$ cat config.mk
export PLATFORM = sky130hd
export DESIGN_NAME = osc_scan
export DESIGN_NICKNAME = d
export VERILOG_FILES = /design/src/rtl/osc_pkg.sv /design/src/rtl/osc_voice_mux.sv /design/src/rtl/osc_scan.sv
export SDC_FILE = /design/constraint.sdc
export NUM_CORES = 1
export LEC_CHECK = 0
export ABC_AREA = 1
export ABC_CLOCK_PERIOD_IN_PS = 5980
export BUFFER_PORTS_ARGS = -buffer_cell sky130_fd_sc_hd__buf_2
export CORE_AREA = 2 2 566 568
export DETAILED_ROUTE_END_ITERATION = 12
export DIE_AREA = 0 0 568 570
export RECOVER_POWER = 100
export SETUP_SLACK_MARGIN = 0.3
export SYNTH_ARGS = -nofsm -noshare
export SYNTH_HDL_FRONTEND = slang
export SYNTH_HIERARCHICAL = 1
export SYNTH_SLANG_ARGS = --single-unit
$ cat constraint.sdc
create_clock -name clk -period 5.98 [get_ports clk]
set_input_delay 0.598 -clock clk [delete_from_list [all_inputs] [get_ports clk]]
set_output_delay 0.598 -clock clk [all_outputs]
set_load 0.02 [all_outputs]
$ cat src/rtl/osc_pkg.sv
`default_nettype none
// +------------------------------------------------------------------+
// | osc_pkg: shared sweep state encoding and default voice geometry. |
// | Revision: 1.0                                                    |
// +------------------------------------------------------------------+
package osc_pkg;

  localparam int C_N_DEF  = 24;
  localparam int C_CW_DEF = 20;
  localparam int C_VW_DEF = 7;

  typedef enum logic [1:0] {
    IDLE = 2'd0,
    SCAN = 2'd1,
    DONE = 2'd2
  } state_t;

endpackage
`default_nettype wire

$ cat src/rtl/osc_voice_mux.sv
`default_nettype none
// +------------------------------------------------------------------+
// | osc_voice_mux: selects one voice's fields from the packed arrays;|
// | any index outside 0..N-1 (the idle sentinel N) yields zeros.     |
// | Revision: 1.0                                                    |
// +------------------------------------------------------------------+
module osc_voice_mux
  import osc_pkg::*;
#(
  parameter int N  = C_N_DEF,
  parameter int CW = C_CW_DEF,
  parameter int VW = C_VW_DEF,
  parameter int IW = $clog2(N + 1)
) (
  input  logic [IW-1:0]   i_idx,
  input  logic [N*CW-1:0] i_count,
  input  logic [N*CW-1:0] i_max,
  input  logic [N*VW-1:0] i_velocity,
  input  logic [N-1:0]    i_ended_note,
  input  logic [N-1:0]    i_key_pressed,
  output logic [CW-1:0]   o_count,
  output logic [CW-1:0]   o_max,
  output logic [VW-1:0]   o_velocity,
  output logic            o_ended_note,
  output logic            o_key_pressed
);

  always_comb begin
    o_count       = '0;
    o_max         = '0;
    o_velocity    = '0;
    o_ended_note  = 1'b0;
    o_key_pressed = 1'b0;
    for (int i = 0; i < N; i++) begin
      if (i_idx == IW'(i)) begin
        o_count       = i_count[i*CW +: CW];
        o_max         = i_max[i*CW +: CW];
        o_velocity    = i_velocity[i*VW +: VW];
        o_ended_note  = i_ended_note[i];
        o_key_pressed = i_key_pressed[i];
      end
    end
  end

endmodule
`default_nettype wire

$ cat src/rtl/osc_scan.sv
`default_nettype none
// +------------------------------------------------------------------+
// | osc_scan: per-tick voice sweep with handshake, plus new-note     |
// | allocation to the lowest free voice at the end of each sweep.    |
// | Revision: 1.0                                                    |
// +------------------------------------------------------------------+
module osc_scan
  import osc_pkg::*;
#(
  parameter  int N  = C_N_DEF,
  parameter  int CW = C_CW_DEF,
  parameter  int VW = C_VW_DEF,
  localparam int IW = $clog2(N + 1)
) (
  input  logic            clk,
  input  logic            rst,
  input  logic            sample_tick,
  input  logic [N*CW-1:0] count,
  input  logic [N*CW-1:0] max,
  input  logic [N*VW-1:0] current_velocity,
  input  logic [N-1:0]    ended_note,
  input  logic [N-1:0]    key_pressed,
  input  logic            note_on_req,
  input  logic [VW-1:0]   note_on_velocity,
  input  logic            out_ready,
  output logic [IW-1:0]   osc_num,
  output logic [CW-1:0]   count_sel,
  output logic [CW-1:0]   max_sel,
  output logic [VW-1:0]   velocity_sel,
  output logic            ended_note_sel,
  output logic            key_pressed_sel,
  output logic            sel_valid,
  output logic            busy,
  output logic            sweep_done,
  output logic            overrun,
  output logic            alloc_fail,
  output logic [N-1:0]    new_note_we,
  output logic [N*VW-1:0] new_note_velocity
);

  state_t        r_state;
  state_t        w_state_nxt;
  logic [IW-1:0] r_idx;
  logic [IW-1:0] w_idx_nxt;
  logic [IW-1:0] w_mux_idx;
  logic          w_load;
  logic          w_start;
  logic          w_accept;
  logic          w_last;

  logic [CW-1:0] w_count;
  logic [CW-1:0] w_max;
  logic [VW-1:0] w_velocity;
  logic          w_ended;
  logic          w_key;

  logic [CW-1:0] r_count_sel;
  logic [CW-1:0] r_max_sel;
  logic [VW-1:0] r_velocity_sel;
  logic          r_ended_sel;
  logic          r_key_sel;

  logic          r_pend;
  logic [VW-1:0] r_pend_vel;
  logic          r_found;
  logic [IW-1:0] r_free_idx;
  logic          r_overrun;
  logic          w_alloc;

  assign w_start  = (r_state == IDLE) && sample_tick;
  assign w_accept = (r_state == SCAN) && out_ready;
  assign w_last   = (r_idx == IW'(N - 1));

  // The mux is pointed at the voice to present next, so the field
  // registers only load on sweep start or acceptance and hold otherwise.
  always_comb begin
    w_state_nxt = r_state;
    w_idx_nxt   = r_idx;
    w_load      = 1'b0;
    w_mux_idx   = IW'(N);
    case (r_state)
      IDLE: begin
        if (sample_tick) begin
          w_state_nxt = SCAN;
          w_idx_nxt   = '0;
          w_load      = 1'b1;
          w_mux_idx   = '0;
        end
      end
      SCAN: begin
        if (out_ready) begin
          w_load = 1'b1;
          if (w_last) begin
            w_state_nxt = DONE;
            w_idx_nxt   = '0;
          end else begin
            w_idx_nxt = r_idx + IW'(1);
            w_mux_idx = r_idx + IW'(1);
          end
        end
      end
      DONE: begin
        w_state_nxt = IDLE;
      end
      default: begin
        w_state_nxt = IDLE;
        w_idx_nxt   = '0;
      end
    endcase
  end

  always_ff @(posedge clk) begin
    if (rst) begin
      r_state <= IDLE;
      r_idx   <= '0;
    end else begin
      r_state <= w_state_nxt;
      r_idx   <= w_idx_nxt;
    end
  end

  osc_voice_mux #(
    .N  (N),
    .CW (CW),
    .VW (VW),
    .IW (IW)
  ) u_mux (
    .i_idx         (w_mux_idx),
    .i_count       (count),
    .i_max         (max),
    .i_velocity    (current_velocity),
    .i_ended_note  (ended_note),
    .i_key_pressed (key_pressed),
    .o_count       (w_count),
    .o_max         (w_max),
    .o_velocity    (w_velocity),
    .o_ended_note  (w_ended),
    .o_key_pressed (w_key)
  );

  always_ff @(posedge clk) begin
    if (rst) begin
      r_count_sel    <= '0;
      r_max_sel      <= '0;
      r_velocity_sel <= '0;
      r_ended_sel    <= 1'b0;
      r_key_sel      <= 1'b0;
    end else if (w_load) begin
      r_count_sel    <= w_count;
      r_max_sel      <= w_max;
      r_velocity_sel <= w_velocity;
      r_ended_sel    <= w_ended;
      r_key_sel      <= w_key;
    end
  end

  // A request landing in DONE wins over the clear and waits for the next sweep.
  always_ff @(posedge clk) begin
    if (rst) begin
      r_pend     <= 1'b0;
      r_pend_vel <= '0;
    end else if (note_on_req) begin
      r_pend     <= 1'b1;
      r_pend_vel <= note_on_velocity;
    end else if (r_state == DONE) begin
      r_pend <= 1'b0;
    end
  end

  always_ff @(posedge clk) begin
    if (rst) begin
      r_found    <= 1'b0;
      r_free_idx <= '0;
    end else if (w_start) begin
      r_found    <= 1'b0;
      r_free_idx <= '0;
    end else if (w_accept && !r_found && r_ended_sel && !r_key_sel) begin
      r_found    <= 1'b1;
      r_free_idx <= r_idx;
    end
  end

  always_ff @(posedge clk) begin
    if (rst) begin
      r_overrun <= 1'b0;
    end else begin
      r_overrun <= sample_tick && (r_state != IDLE);
    end
  end

  assign w_alloc = (r_state == DONE) && r_pend;

  generate
    for (genvar g = 0; g < N; g++) begin : g_lane
      assign new_note_we[g] = w_alloc && r_found && (r_free_idx == IW'(g));
      assign new_note_velocity[g*VW +: VW] = new_note_we[g] ? r_pend_vel : '0;
    end
  endgenerate

  assign osc_num         = (r_state == SCAN) ? r_idx : IW'(N);
  assign sel_valid       = (r_state == SCAN);
  assign busy            = (r_state != IDLE);
  assign sweep_done      = (r_state == DONE);
  assign overrun         = r_overrun;
  assign alloc_fail      = w_alloc && !r_found;
  assign count_sel       = r_count_sel;
  assign max_sel         = r_max_sel;
  assign velocity_sel    = r_velocity_sel;
  assign ended_note_sel  = r_ended_sel;
  assign key_pressed_sel = r_key_sel;

endmodule
`default_nettype wire
# After elaboration in Yosys (flattened, before gate mapping)
# Index checks and enable logic that the tools add are counted.
# totals
output_inout_bits	251
elab_cells	271
ff_bits	71
# op_classes
eq_ne	52
muxes	162
n_bitwise	1
reduce_logical	43
addsub	1
# ops
operator	n
$mux W20	48
$mux W7	48
$eq A5 B5 Y1 const B	17
$eq A5 B4 Y1 const B	16
$mux W1	52
$eq A5 B3 Y1 const B	8
$mux W5	7
$logic_and A1 B1 Y1	33
$eq A5 B2 Y1 const B	4
$pmux W5 S3	1
$eq A5 B1 Y1 const B	2
$logic_not A5 Y1	2
$pmux W5 S2	1
$mux W2	3
$reduce_and A3 Y1	2
$add A5 B1 Y5 const B	1
$ne A2 B2 Y1 const B	2
$pmux W2 S2	1
$reduce_bool A2 Y1	2
$eq A2 B1 Y1 const B	1
$eq A2 B2 Y1 const B	1
$logic_not A1 Y1	2
$logic_not A2 Y1	1
$ne A2 B1 Y1 const B	1
3 further kinds	3

# Depth between registers and ports, before layout
# logic_depth
word_depth	29
depth_mapped	27

# Modules after synthesis
# The synthesis kept the hierarchy.
# by_module_without_submodules
mod	seq_area_each_um2	cells_per_inst	instances	area_each_um2
osc_voice_mux	0.0	2378	1	10272.4
osc_scan	1421.4	622	1	3721.1

# Worst setup path before layout
# OpenSTA, ideal clock, no wires.
# synth_timing
kind	input-to-reg
from	input port out_ready
to	register r_max_sel[17], in the netlist max_sel[17]
stages	21
setup_ns	0.116
arrival_time_ns	2.815
path_slack_ns	3.049
n_path_buf	3
path_cell_list	nand3_1 nand2_1 clkbuf_1 nand2_1 nor2_4 nand2_1 buf_4 buf_6 or2_0 nand2_1 nand4_1 nor2_1 nand3_1 nand2_1 nand4_1 nor2_1 nand4_1 nand2_1 nand3_1 nor2_1 nor2_1
# synth_via
elab_chain_len	27
# synth_lines
element	line	rtl
start, declared	osc_scan.sv:25	input logic out_ready,
$mux W5 (*)	osc_scan.sv:91	if (out_ready) begin
$pmux W5 S2 (*)	osc_scan.sv:81	case (r_state)
named net w_mux_idx[4]	osc_scan.sv:45	logic [IW-1:0] w_mux_idx;
$logic_not A5 Y1	osc_voice_mux.sv:35	if (i_idx == IW'(i)) begin
$mux W20 (23 in series)	osc_voice_mux.sv:35	
$mux W20 (*)	osc_voice_mux.sv:35	
named net w_max[17]	osc_scan.sv:52	logic [CW-1:0] w_max;
end signal, assigned	osc_scan.sv:150	r_max_sel <= w_max;
end, declared	osc_scan.sv:58	logic [CW-1:0] r_max_sel;
# Mark *: on every way through the listed nets, which the timed path passes. The rest lies on a longest branch.
# A chain may end at the register's enable or synchronous reset.

# Final worst setup path
# layout_timing
from	register r_idx[0]
to	register r_max_sel[16], in the netlist max_sel[16]
# layout_via
elab_chain_len	29
# layout_lines
element	line	rtl
start, declared	osc_scan.sv:43	logic [IW-1:0] r_idx;
start signal, assigned	osc_scan.sv:118	r_idx <= w_idx_nxt;
$add A5 B1 Y5 or $eq A5 B5 Y1 (tied branches)	osc_scan.sv:98, osc_scan.sv:72	
$mux W5 (*)	osc_scan.sv:93	if (w_last) begin
$mux W5 (*)	osc_scan.sv:91	
$pmux W5 S2 (*)	osc_scan.sv:81	
named net w_mux_idx[0]	osc_scan.sv:45	
$logic_not A5 Y1	osc_voice_mux.sv:35	
$mux W20 (23 in series)	osc_voice_mux.sv:35	
$mux W20 (*)	osc_voice_mux.sv:35	
named net w_max[16]	osc_scan.sv:52	
# Marked as above.

==> flow_metrics.env <==
export IMPL_status="finished with violations"
export IMPL_violations="max-capacitance violations, max-slew violations"
export IMPL_yosysWarnings=6
export IMPL_rsz0062_at_grt="yes"
export IMPL_grt_total_usage_pct=14.78
export IMPL_dp_slack_ns=-0.2718
export IMPL_crit_required_ns=6.26
export IMPL_first_global_vias=26970
export IMPL_cpPeakStageDelay_ns=0.60
export IMPL_p_sw_mw=2.285
export IMPL_worstMarginPinSlew_ns=3.824
export IMPL_reg2reg_depth=25
export IMPL_p_per_area_nw_per_um2=141.4
export IMPL_die_area_um2=323800
export IMPL_synth_nets=4189
export IMPL_rows=207
export IMPL_ios=1439
export IMPL_maxSlewHeadroom_pct=-155.0
export IMPL_drtPass1Iterations=6
export IMPL_intPower_mw=1.561
export IMPL_worst_hold_path_endpoint="r_pend_vel[3]"
export IMPL_crit_path_top_delay_cell="inv_2"
export IMPL_seq_area_um2=1421
export IMPL_critPathLaunchType="flip-flop"
export IMPL_multi_input_area_um2=10680
export IMPL_whs_ns=0.4482
export IMPL_viasPerCell=3.160
export IMPL_clk_pin_slew_ns=0.11
export IMPL_startpoint="r_idx[0]"
export IMPL_ctsHoldBuffers=0
export IMPL_final_layout_size_suffix_gt1_share_pct=33.79
export IMPL_rrSetupSlack_ns=0.50
export IMPL_start_util_pct=4.411
export IMPL_antenna_found_initial=221
export IMPL_gp_congestion=0.9822
export IMPL_max_cap_violations=2
export IMPL_fillers=38200
export IMPL_regToRegEndpoint="max_sel[16]"
export IMPL_netlist_instances=3000
export IMPL_drt_iter0_markers=1930
export IMPL_synth_distinct_cells=30
export IMPL_holdCritStartpoint="note_on_velocity[3]"
export IMPL_die_h_um=570
export IMPL_pwr_share_clk_pct=16.4
export IMPL_p_leak_nw=12.35
export IMPL_pwr_share_seq_pct=15.4
export IMPL_setup_viol=0
export IMPL_yosysSeqAreaShare_pct=10.16
export IMPL_vias=27420
export IMPL_end_kind="flip-flop"
export IMPL_cts_root_buf="clkbuf_16"
export IMPL_final_common_cell="buf_2"
export IMPL_period_share_pct=91.68
export IMPL_core_area_um2=317300
export IMPL_synth_area_um2=13990
export IMPL_netSwitchingFraction_pct=59.41
export IMPL_grt_pass1_wl_mm=303.3
export IMPL_clock_sinks=71
export IMPL_yosys_register_bits=71
export IMPL_place_hpwl_mm=222.9
export IMPL_final_nets=5599
export IMPL_hold_class="input pin to flip-flop"
export IMPL_vdd_drop_max_v=0.0002189
export IMPL_period_minus_slack_ns=5.483
export IMPL_detail_route_wl_per_cell_um=28.79
export IMPL_fin_ws_ns=0.4973
export IMPL_reg2reg_from="r_idx[0]"
export IMPL_timing_fmax_ghz=0.1824
export IMPL_grt_overflow=0
export IMPL_h_tree_depth=3
export IMPL_combPwrFrac_pct=68.2
export IMPL_die_x_um=568
export IMPL_hold_viol=0
export IMPL_insertion_delay_ns=0.43
export IMPL_clock_path_buffers=2
export IMPL_post_cts_buffers=0
export IMPL_skew_ns=0.03837
export IMPL_drc=0
export IMPL_final_cell_mix="buf_2, nand2_1, nor2_1, inv_1, clkbuf_1"
export IMPL_path_common_cell="nor2_1"
export IMPL_cts_tree="yes"
export IMPL_drt_total_wl_mm=249.8
export IMPL_syn2layout_area_growth_pct=94.38
export IMPL_ant_nets=0
export IMPL_cts_made_buffers=9
export IMPL_critical_path_class="flip-flop to flip-flop"
export IMPL_grt_max_degree=60
export IMPL_cp_max_fo=14
export IMPL_portBuffers=1438
export IMPL_slew_violations=95
export IMPL_synth_avg_cell_area_um2=4.664
export IMPL_hold_depth=3
export IMPL_arrival_ns=5.76
-- power groups by stage --
stage / combinational (mW) / sequential (mW) / clock (mW)
floorplan: 0.756 / 0.657 / 0
global placement: 2.82 / 0.604 / 0
detailed placement: 2.79 / 0.604 / 0
CTS: 2.80 / 0.595 / 0.684
global route: 2.87 / 0.603 / 0.677
finish: 2.62 / 0.594 / 0.631
-- worst max-delay path, delay by kind of cell (launching register included) --
kind          cells  cell delay [ns]
flops             1             0.38
simple gates     18             2.66
fa+ha+maj         1             0.29
buf+inv           6             1.96
-- sequential cells by signal (all words and copies together) (netlist names) --
name	count
count_sel	20
ended_note_sel	1
key_pressed_sel	1
max_sel	20
overrun	1
r_found	1
r_free_idx	5
r_idx	5
r_pend	1
r_pend_vel	7
r_state	2
velocity_sel	7
-- cells by family (layout without fill, tap and decap cells) --
logic type      Yosys count  count (layout)  share of synthesized area [%]
xor+xnor                  1               1                        0.06260
compound gates          114             114                          4.122
fa+ha+maj                 1               1                        0.08940
flops                    71              71                          10.16
simple gates           2296            2296                          70.86
other cells               0              84                              0
buf+inv                 517            1932                          14.71
-- Yosys cell counts, drive strengths merged --
cell type / n / area share [%]
a21oi: 50 / 1.8
a31oi: 1 / 0.045
buf: 56 / 2.3
clkbuf: 121 / 3.2
clkinv: 7 / 0.19
dfxtp: 71 / 10
ha: 1 / 0.089
inv: 333 / 8.9
nand2: 1115 / 30
nand3: 154 / 5.6
nand4: 243 / 11
nor2: 606 / 17
nor3: 37 / 1.4
o211ai: 1 / 0.054
o21a: 1 / 0.054
o21ai: 61 / 2.2
or2: 141 / 6.3
xnor2: 1 / 0.063
-- per-layer routing --
metal / part of all wire, % / vias up / wire (um) / GRT usage, %
met5: 0.36 / - / 905 / 0
met4: 5.1 / 130 / 12850 / 6.995
met3: 7.7 / 611 / 19180 / 4.021
met2: 48 / 1896 / 119700 / 25.57
met1: 39 / 12540 / 97220 / 16.73
li1: - / 12250 / - / -
-- through the flow --
step	util, %	power (mW)	cells	TNS [ns]	instance area, um^2
floorplan	-	1.413	3000	0	13990
CTS	8.618	4.080	8595	0	27340
global route	8.547	4.152	8646	0	27120
detailed placement	8.520	3.394	8579	-0.2718	27030
finish	8.573	3.846	8679	0	27200
global placement	8.520	3.424	8579	-0.2433	27030
-- final cells by class --
| cell class | instances | share of cell area [%] |
|---|---|---|
| well taps | 4180 | 19.23 |
| diodes | 84 | 0.7728 |
| multi-input cells | 2412 | 39.28 |
| repair buffers | 1576 | 29.69 |
| clock buffers | 9 | 0.8280 |
| flip-flops and latches | 71 | 5.226 |
| clock inverters | 7 | 0.2300 |
| inverters | 340 | 4.743 |
-- timing repair --
action                     CTS  global route
pin swaps                    2             6
setup endpoints to repair    6            11
cloned                       0             0
hold endpoints to repair     0             0
gates resized for setup      4            11
-- how the worst max path moves through the flow --
stage               depth (start not counted)           to
floorplan                                  21  max_sel[17]
global placement                           26  max_sel[18]
detailed placement                         26  max_sel[18]
CTS                                        27  max_sel[18]
global route                               27  max_sel[18]
finish                                     25  max_sel[16]
Power figures use the tool's default switching activity.
